==> src/rtl/vga_timing_pkg.sv <==
// Shared 640x480@60 timing constants, coordinate width and receiver FSM encoding.
package vga_timing_pkg;

    localparam int unsigned COORD_W         = 12;

    localparam int unsigned H_TOTAL_DEF     = 800;
    localparam int unsigned H_SYNC_DEF      = 96;
    localparam int unsigned H_BP_DEF        = 48;
    localparam int unsigned H_ACTIVE_DEF    = 640;
    localparam int unsigned V_TOTAL_DEF     = 525;
    localparam int unsigned V_SYNC_DEF      = 2;
    localparam int unsigned V_BP_DEF        = 33;
    localparam int unsigned V_ACTIVE_DEF    = 480;
    localparam int unsigned LOCK_FRAMES_DEF = 2;

    localparam logic [COORD_W-1:0] COORD_MAX = 12'hFFF;

    typedef enum logic [1:0] {
        ST_SEARCH = 2'd0,
        ST_CHECK  = 2'd1,
        ST_LOCKED = 2'd2
    } sync_state_e;

    // Position counters stick at their maximum instead of wrapping, so a
    // missing sync can never alias into a plausible coordinate.
    function automatic logic [COORD_W-1:0] coord_sat_inc(input logic [COORD_W-1:0] v);
        if (v == COORD_MAX) begin
            return v;
        end else begin
            return v + 12'd1;
        end
    endfunction

endpackage

==> src/rtl/sync_edge_detect.sv <==
// Normalises one sync line to "asserted" polarity and reports assert /
// deassert edges relative to the level seen at the previous pixel strobe.
module sync_edge_detect
    import vga_timing_pkg::*;
#(
    parameter bit SYNC_POL = 1'b0
) (
    input  logic clk,
    input  logic rst,
    input  logic pix_en,
    input  logic sync_in,
    output logic assert_edge,
    output logic deassert_edge
);

    logic sync_a_s;
    logic prev_d;
    logic prev_q;

    assign sync_a_s      = (sync_in == SYNC_POL);
    assign assert_edge   = pix_en &  sync_a_s & ~prev_q;
    assign deassert_edge = pix_en & ~sync_a_s &  prev_q;

    // History only advances on pixel strobes; anything between strobes is ignored.
    always_comb begin
        prev_d = prev_q;
        if (pix_en) begin
            prev_d = sync_a_s;
        end else begin
            prev_d = prev_q;
        end
    end

    // Previous-sample register, cleared to "not asserted".
    always_ff @(posedge clk) begin
        if (rst) begin
            prev_q <= 1'b0;
        end else begin
            prev_q <= prev_d;
        end
    end

endmodule

==> src/rtl/vga_sync_receiver.sv <==
// Recovers pixel coordinates and active-video enable from hsync/vsync,
// checks every line and frame against the nominal timing and tracks lock.
module vga_sync_receiver
    import vga_timing_pkg::*;
#(
    parameter int unsigned H_TOTAL     = H_TOTAL_DEF,
    parameter int unsigned H_SYNC      = H_SYNC_DEF,
    parameter int unsigned H_BP        = H_BP_DEF,
    parameter int unsigned H_ACTIVE    = H_ACTIVE_DEF,
    parameter int unsigned V_TOTAL     = V_TOTAL_DEF,
    parameter int unsigned V_SYNC      = V_SYNC_DEF,
    parameter int unsigned V_BP        = V_BP_DEF,
    parameter int unsigned V_ACTIVE    = V_ACTIVE_DEF,
    parameter bit          SYNC_POL    = 1'b0,
    parameter int unsigned LOCK_FRAMES = LOCK_FRAMES_DEF
) (
    input  logic               clk,
    input  logic               rst,
    input  logic               pix_en,
    input  logic               hsync,
    input  logic               vsync,
    output logic [COORD_W-1:0] h_cnt,
    output logic [COORD_W-1:0] v_cnt,
    output logic               enable,
    output logic               locked,
    output logic               frame_start,
    output logic               sync_err,
    output logic [7:0]         err_cnt
);

    localparam logic [12:0] H_TOTAL_C = 13'(H_TOTAL);
    localparam logic [12:0] H_SYNC_C  = 13'(H_SYNC);
    localparam logic [12:0] V_TOTAL_C = 13'(V_TOTAL);
    localparam logic [11:0] H_START   = 12'(H_SYNC + H_BP);
    localparam logic [11:0] H_STOP    = 12'(H_SYNC + H_BP + H_ACTIVE);
    localparam logic [11:0] V_START   = 12'(V_SYNC + V_BP);
    localparam logic [11:0] V_STOP    = 12'(V_SYNC + V_BP + V_ACTIVE);
    localparam logic [7:0]  LOCK_C    = 8'(LOCK_FRAMES);

    logic hs_rise_s, hs_fall_s, vs_rise_s;
    // Vsync width is informational, so its deassert edge is not consumed.
    logic vs_fall_unused_s;

    sync_edge_detect #(.SYNC_POL(SYNC_POL)) u_hs_edge (
        .clk(clk), .rst(rst), .pix_en(pix_en), .sync_in(hsync),
        .assert_edge(hs_rise_s), .deassert_edge(hs_fall_s)
    );

    sync_edge_detect #(.SYNC_POL(SYNC_POL)) u_vs_edge (
        .clk(clk), .rst(rst), .pix_en(pix_en), .sync_in(vsync),
        .assert_edge(vs_rise_s), .deassert_edge(vs_fall_unused_s)
    );

    logic [COORD_W-1:0] h_pos_d, h_pos_q, v_pos_d, v_pos_q;
    logic [COORD_W-1:0] h_cnt_d, h_cnt_q, v_cnt_d, v_cnt_q;
    sync_state_e        state_d, state_q;
    logic [7:0]         good_d, good_q, err_cnt_d, err_cnt_q;
    logic               enable_d, enable_q, locked_d, locked_q;
    logic               frame_start_d, frame_start_q, sync_err_d, sync_err_q;

    logic [12:0] h_len_s, v_len_s;
    logic        checking_s, line_err_s, width_err_s, frame_err_s, align_err_s, err_any_s;
    logic        in_h_s, in_v_s;

    // Lengths are "position of the last pixel + 1", widened so 4095+1 cannot wrap.
    assign h_len_s     = {1'b0, h_pos_q} + 13'd1;
    assign v_len_s     = {1'b0, v_pos_q} + 13'd1;
    assign checking_s  = (state_q != ST_SEARCH);
    assign line_err_s  = hs_rise_s && (h_len_s != H_TOTAL_C);
    assign width_err_s = hs_fall_s && (h_len_s != H_SYNC_C);
    assign frame_err_s = vs_rise_s && (v_len_s != V_TOTAL_C);
    // Alignment is checked even while searching, so a skewed vsync never locks.
    assign align_err_s = vs_rise_s && !hs_rise_s;
    assign err_any_s   = align_err_s || (checking_s && (line_err_s || width_err_s || frame_err_s));

    // Horizontal/vertical position counters; vsync edge overrides the line increment.
    always_comb begin
        h_pos_d = h_pos_q;
        v_pos_d = v_pos_q;
        if (pix_en) begin
            if (hs_rise_s) begin
                h_pos_d = 12'd0;
            end else begin
                h_pos_d = coord_sat_inc(h_pos_q);
            end
            if (vs_rise_s) begin
                v_pos_d = 12'd0;
            end else if (hs_rise_s) begin
                v_pos_d = coord_sat_inc(v_pos_q);
            end else begin
                v_pos_d = v_pos_q;
            end
        end else begin
            h_pos_d = h_pos_q;
            v_pos_d = v_pos_q;
        end
    end

    // Lock FSM next state: clean frames count up to lock, any error falls back to search.
    always_comb begin
        state_d = state_q;
        good_d  = good_q;
        case (state_q)
            ST_SEARCH: begin
                if (vs_rise_s && hs_rise_s) begin
                    state_d = ST_CHECK;
                    good_d  = 8'd0;
                end else begin
                    state_d = ST_SEARCH;
                end
            end
            ST_CHECK: begin
                if (err_any_s) begin
                    state_d = ST_SEARCH;
                end else if (vs_rise_s) begin
                    good_d = good_q + 8'd1;
                    if ((good_q + 8'd1) == LOCK_C) begin
                        state_d = ST_LOCKED;
                    end else begin
                        state_d = ST_CHECK;
                    end
                end else begin
                    state_d = ST_CHECK;
                end
            end
            ST_LOCKED: begin
                if (err_any_s) begin
                    state_d = ST_SEARCH;
                end else begin
                    state_d = ST_LOCKED;
                end
            end
            default: begin
                state_d = ST_SEARCH;
                good_d  = 8'd0;
            end
        endcase
    end

    assign in_h_s = (h_pos_d >= H_START) && (h_pos_d < H_STOP);
    assign in_v_s = (v_pos_d >= V_START) && (v_pos_d < V_STOP);

    // Output decode from the post-strobe position, held between strobes.
    always_comb begin
        locked_d      = (state_d == ST_LOCKED);
        frame_start_d = vs_rise_s;
        sync_err_d    = err_any_s;
        enable_d      = enable_q;
        h_cnt_d       = h_cnt_q;
        v_cnt_d       = v_cnt_q;
        if (err_any_s && (err_cnt_q != 8'hFF)) begin
            err_cnt_d = err_cnt_q + 8'd1;
        end else begin
            err_cnt_d = err_cnt_q;
        end
        if (pix_en) begin
            enable_d = locked_d && in_h_s && in_v_s;
            if (enable_d) begin
                h_cnt_d = h_pos_d - H_START;
                v_cnt_d = v_pos_d - V_START;
            end else begin
                h_cnt_d = 12'd0;
                v_cnt_d = 12'd0;
            end
        end else begin
            enable_d = enable_q;
        end
    end

    // State and output registers with synchronous reset.
    always_ff @(posedge clk) begin
        if (rst) begin
            h_pos_q       <= 12'd0;
            v_pos_q       <= 12'd0;
            state_q       <= ST_SEARCH;
            good_q        <= 8'd0;
            err_cnt_q     <= 8'd0;
            enable_q      <= 1'b0;
            locked_q      <= 1'b0;
            h_cnt_q       <= 12'd0;
            v_cnt_q       <= 12'd0;
            frame_start_q <= 1'b0;
            sync_err_q    <= 1'b0;
        end else begin
            h_pos_q       <= h_pos_d;
            v_pos_q       <= v_pos_d;
            state_q       <= state_d;
            good_q        <= good_d;
            err_cnt_q     <= err_cnt_d;
            enable_q      <= enable_d;
            locked_q      <= locked_d;
            h_cnt_q       <= h_cnt_d;
            v_cnt_q       <= v_cnt_d;
            frame_start_q <= frame_start_d;
            sync_err_q    <= sync_err_d;
        end
    end

    assign h_cnt       = h_cnt_q;
    assign v_cnt       = v_cnt_q;
    assign enable      = enable_q;
    assign locked      = locked_q;
    assign frame_start = frame_start_q;
    assign sync_err    = sync_err_q;
    assign err_cnt     = err_cnt_q;

endmodule

==> config.mk <==
export PLATFORM = sky130hd
export DESIGN_NAME = vga_sync_receiver
export DESIGN_NICKNAME = d
export VERILOG_FILES = /design/src/rtl/vga_timing_pkg.sv /design/src/rtl/sync_edge_detect.sv /design/src/rtl/vga_sync_receiver.sv
export SDC_FILE = /design/constraint.sdc
export NUM_CORES = 1
export LEC_CHECK = 0
export CORE_ASPECT_RATIO = 0.8
export CORE_MARGIN = 2
export CORE_UTILIZATION = 50
export DETAILED_ROUTE_END_ITERATION = 12
export GPL_TIMING_DRIVEN = 0
export PLACE_DENSITY = 0.71
export SKIP_CTS_REPAIR_TIMING = 1
export SYNTH_ARGS = -nofsm -noshare
export SYNTH_HDL_FRONTEND = slang
export SYNTH_SLANG_ARGS = --single-unit
==> constraint.sdc <==
create_clock -name clk -period 8.6 [get_ports clk]
set_input_delay 2.15 -clock clk [delete_from_list [all_inputs] [get_ports clk]]
set_output_delay 2.15 -clock clk [all_outputs]
set_load 0.01 [all_outputs]
==> results of run 1 <==
[report_power, final]
| part | switching, mW | internal (mW) |
|---|---|---|
| Combinational | 0.0328 | 0.0148 |
| Sequential | 0.00314 | 0.336 |
| Clock | 0.141 | 0.136 |
[cells in the mapped netlist, types with 5 or more instances]
master / n
o21ai_0: 15
nor2b_1: 10
and3_1: 12
o31ai_1: 5
mux2_1: 6
ha_1: 9
nand2b_1: 5
a211oi_1: 5
nor2_1: 48
a41oi_1: 7
a22o_1: 22
xor2_1: 8
or3_1: 5
clkbuf_1: 19
inv_1: 15
and2_1: 8
buf_2: 15
a21oi_1: 18
xnor2_1: 16
a31oi_1: 11
nor3_1: 23
nand4_1: 18
o211ai_1: 5
nand2_1: 18
a21o_1: 7
nor4_1: 7
and4_1: 10
mux2i_1: 5
dfxtp_1: 72
nand3_1: 24
[metal layers]
layer,vias to the layer above,wire length [um]
met3,19,1072
met2,215,5177
met1,1992,6050
met5,-,0
li1,2043,-
met4,0,174
[area by class of cell]
cell class / count / area, um2 / share of cell area
buffer: 41 / 195.2 / 0.03827
clock buffer: 10 / 127.6 / 0.02502
clock inverter: 6 / 67.56 / 0.01325
inverter: 15 / 56.30 / 0.01104
multi-input combinational: 389 / 2681 / 0.5258
sequential: 72 / 1441 / 0.2826
tap: 112 / 140.1 / 0.02748
timing repair buffer: 39 / 390.4 / 0.07655
[critical path: cells and delay by family]
kind,cells,cell delay (ns)
buffers and inverters,5,1.62
AND/OR/NAND/NOR,4,1.22
AO/OA/AOI/OAI,3,0.80
adder cells (fa/ha/maj),1,0.24
[worst max path at each step]
stage	depth (start not counted)	slack, ns	startpoint	end
6_report	13	2.80	pix_en	h_cnt[0]
2_1_floorplan	13	3.83	hsync	h_cnt[0]
4_1_cts	13	2.89	pix_en	h_cnt[0]
3_5_place_dp	13	2.52	pix_en	h_cnt[5]
3_3_place_gp	13	2.56	pix_en	h_cnt[5]
5_1_grt	13	2.65	pix_en	h_cnt[0]
[logic make-up (layout without fill, tap and decap cells)]
| logic type | count (synthesis) | after routing | synth area share |
|---|---|---|---|
| and+or+nand+nor | 213 | 213 | 0.2818 |
| buffers and inverters | 56 | 111 | 0.05749 |
| adders and majority gates | 9 | 9 | 0.02574 |
| AOI/OAI and AO/OA | 131 | 131 | 0.2280 |
| DFF | 72 | 72 | 0.3295 |
| muxes | 12 | 12 | 0.02946 |
| xor gates and xnor gates | 24 | 24 | 0.04805 |
[per-stage QoR]
step                        util  cells  area (um2)
after floorplan                -    517        4374
after global placement    0.5782    668        4905
after detailed placement  0.5782    668        4905
after CTS                 0.6012    684        5100
after global routing      0.6012    684        5100
final                     0.6012    684        5100
[sequential cells by signal, summed over array words and instances, names as in the netlist, 2 cells and up]
register and cells:
v_pos_q 12, good_q 8, err_cnt 8, h_cnt 12, h_pos_q 12, state_q 2
v_cnt 12
==> impl_metrics.env, run 1 <==
export IMPL_grt_pass1_wl_mm=19.70
export IMPL_final_layout_size_suffix_gt1_frac=0.08741
export IMPL_synth_flop_cell="dfxtp_1"
export IMPL_coreArea_um2=8483
export IMPL_overflow=0
export IMPL_period_minus_slack_ns=5.796
export IMPL_fmax_mhz=172.5
export IMPL_ys_types=74
export IMPL_gr_usage_met2=0.3909
export IMPL_io_pins=41
export IMPL_critPathCaptureType="flop"
export IMPL_nets=581
export IMPL_worstRegToRegCells=14
export IMPL_synthTopCellsByArea="dfxtp_1, a22o_1, nor2_1, xnor2_1, nand3_1"
export IMPL_finalSetupViolations=0
export IMPL_numCtsBuffers=9
export IMPL_cts_tree="done"
export IMPL_layout_commonest_cell="dfxtp_1"
export IMPL_drtPass1Iterations=5
export IMPL_yosysWarnings=0
export IMPL_synth_edf_count=0
export IMPL_powerDensity_nw_per_um2=130.0
export IMPL_worst_r2r_endpoint="h_cnt[0]"
export IMPL_grt_usage=0.2692
export IMPL_crit_arrival_ns=6.05
export IMPL_yosysTopAreaCell="dfxtp_1"
export IMPL_drv_cap=0
export IMPL_rows=30
export IMPL_top_usage_layer="met2"
export IMPL_setup_ws_ns=2.804
export IMPL_place_congestion=0.9527
export IMPL_fin_tns_setup_ns=0
export IMPL_drc_errors=0
export IMPL_initial_core_util=0.5156
export IMPL_antenna_cells=0
export IMPL_rr_startpoint="v_pos_q[1]"
export IMPL_dp_slack_ns=2.516
export IMPL_async_flop_share=0
export IMPL_cts_sinks=72
export IMPL_avgRoutedWirePerCell_um=18.24
export IMPL_viasPerCell=6.241
export IMPL_rrSetupSlack_ns=4.67
export IMPL_slew_viol_final=0
export IMPL_relSlewSlack=0.5551
export IMPL_required_ns=8.86
export IMPL_seq_area_frac_synth=0.3295
export IMPL_run_status="completed"
export IMPL_grt_pass1_vias=3829
export IMPL_synth_cells=517
export IMPL_hold_ws_ns=0.4592
export IMPL_crit_chain="clkdlybuf4s50_1 -> buf_2 -> nor3b_4 -> clkbuf_1 -> or2_2 -> inv_1 -> ha_1 -> nor3_1 -> o21ai_0 -> a21oi_1 -> nor4_4 -> buf_6 -> a22o_1"
export IMPL_fill_cells=790
export IMPL_rsz0062_at_grt="false"
export IMPL_slowest_stage="clkdlybuf4s50_1"
export IMPL_detail_route_antenna_nets=0
export IMPL_synth_top_cell_area_share=0.3295
export IMPL_ir_drop_v=0.0001094
export IMPL_worstHoldEndpoint="enable"
export IMPL_met3_usage=0.07738
export IMPL_hold_class="reg2reg"
export IMPL_worstHoldPathCells=1
export IMPL_finalWirelength_mm=12.47
export IMPL_insertion_delay_ns=0.37
export IMPL_clk_pin_slew_ns=0.08
export IMPL_period_share=0.6739
export IMPL_io_buffers=39
export IMPL_cts_htree_levels=3
export IMPL_dp_hpwl_mm=8.932
export IMPL_p_leak_nw=1.873
export IMPL_die_area_um2=9517
export IMPL_use_met1=0.3829
export IMPL_area_growth_pct=16.59
export IMPL_crit_fanout=10
export IMPL_total_power_uw=663.2
export IMPL_netlist_area_um2=4374
export IMPL_hold_viol=0
export IMPL_antenna_found_initial=0
export IMPL_min_from="enable"
export IMPL_cts_root_buf="clkbuf_8"
export IMPL_crit_path_max_incr_delay_ns=0.65
export IMPL_start_kind="primary input"
export IMPL_vias=4269
export IMPL_ys_ff_latch=72
export IMPL_cts_buffer_depth=2
export IMPL_syn_nets=531
export IMPL_clock_skew_ns=0.01199
export IMPL_drt_iter0_drc=346
export IMPL_syn_area_per_cell_um2=8.461
export IMPL_grt_max_degree=14
export IMPL_final_cell_mix="dfxtp_1, nor2_1, clkdlybuf4s50_1"
export IMPL_fp_dieW_um=108.6
export IMPL_crit_type="in2reg"
export IMPL_die_h_um=87.66
export IMPL_worst_slew_pin_slew_ns=0.6673
No activity file was read; power rests on OpenSTA's default activity.
==> run 2: changes to the inputs <==
Clock period 8.6 ns to 5.6 ns, I/O delays scaled along.
==> results of run 2 <==
Same layout as run 1 (identical final DEF). Status: completed.
Among the figures that moved: setup slack after placement 2.516 ns -> 0.2662 ns; setup slack after layout 2.804 ns -> 0.5542 ns; register-to-register setup slack 4.67 ns -> 1.67 ns; total power 0.6632 mW -> 1.019 mW; worst IR drop on VDD 0.0001094 V -> 0.0001680 V
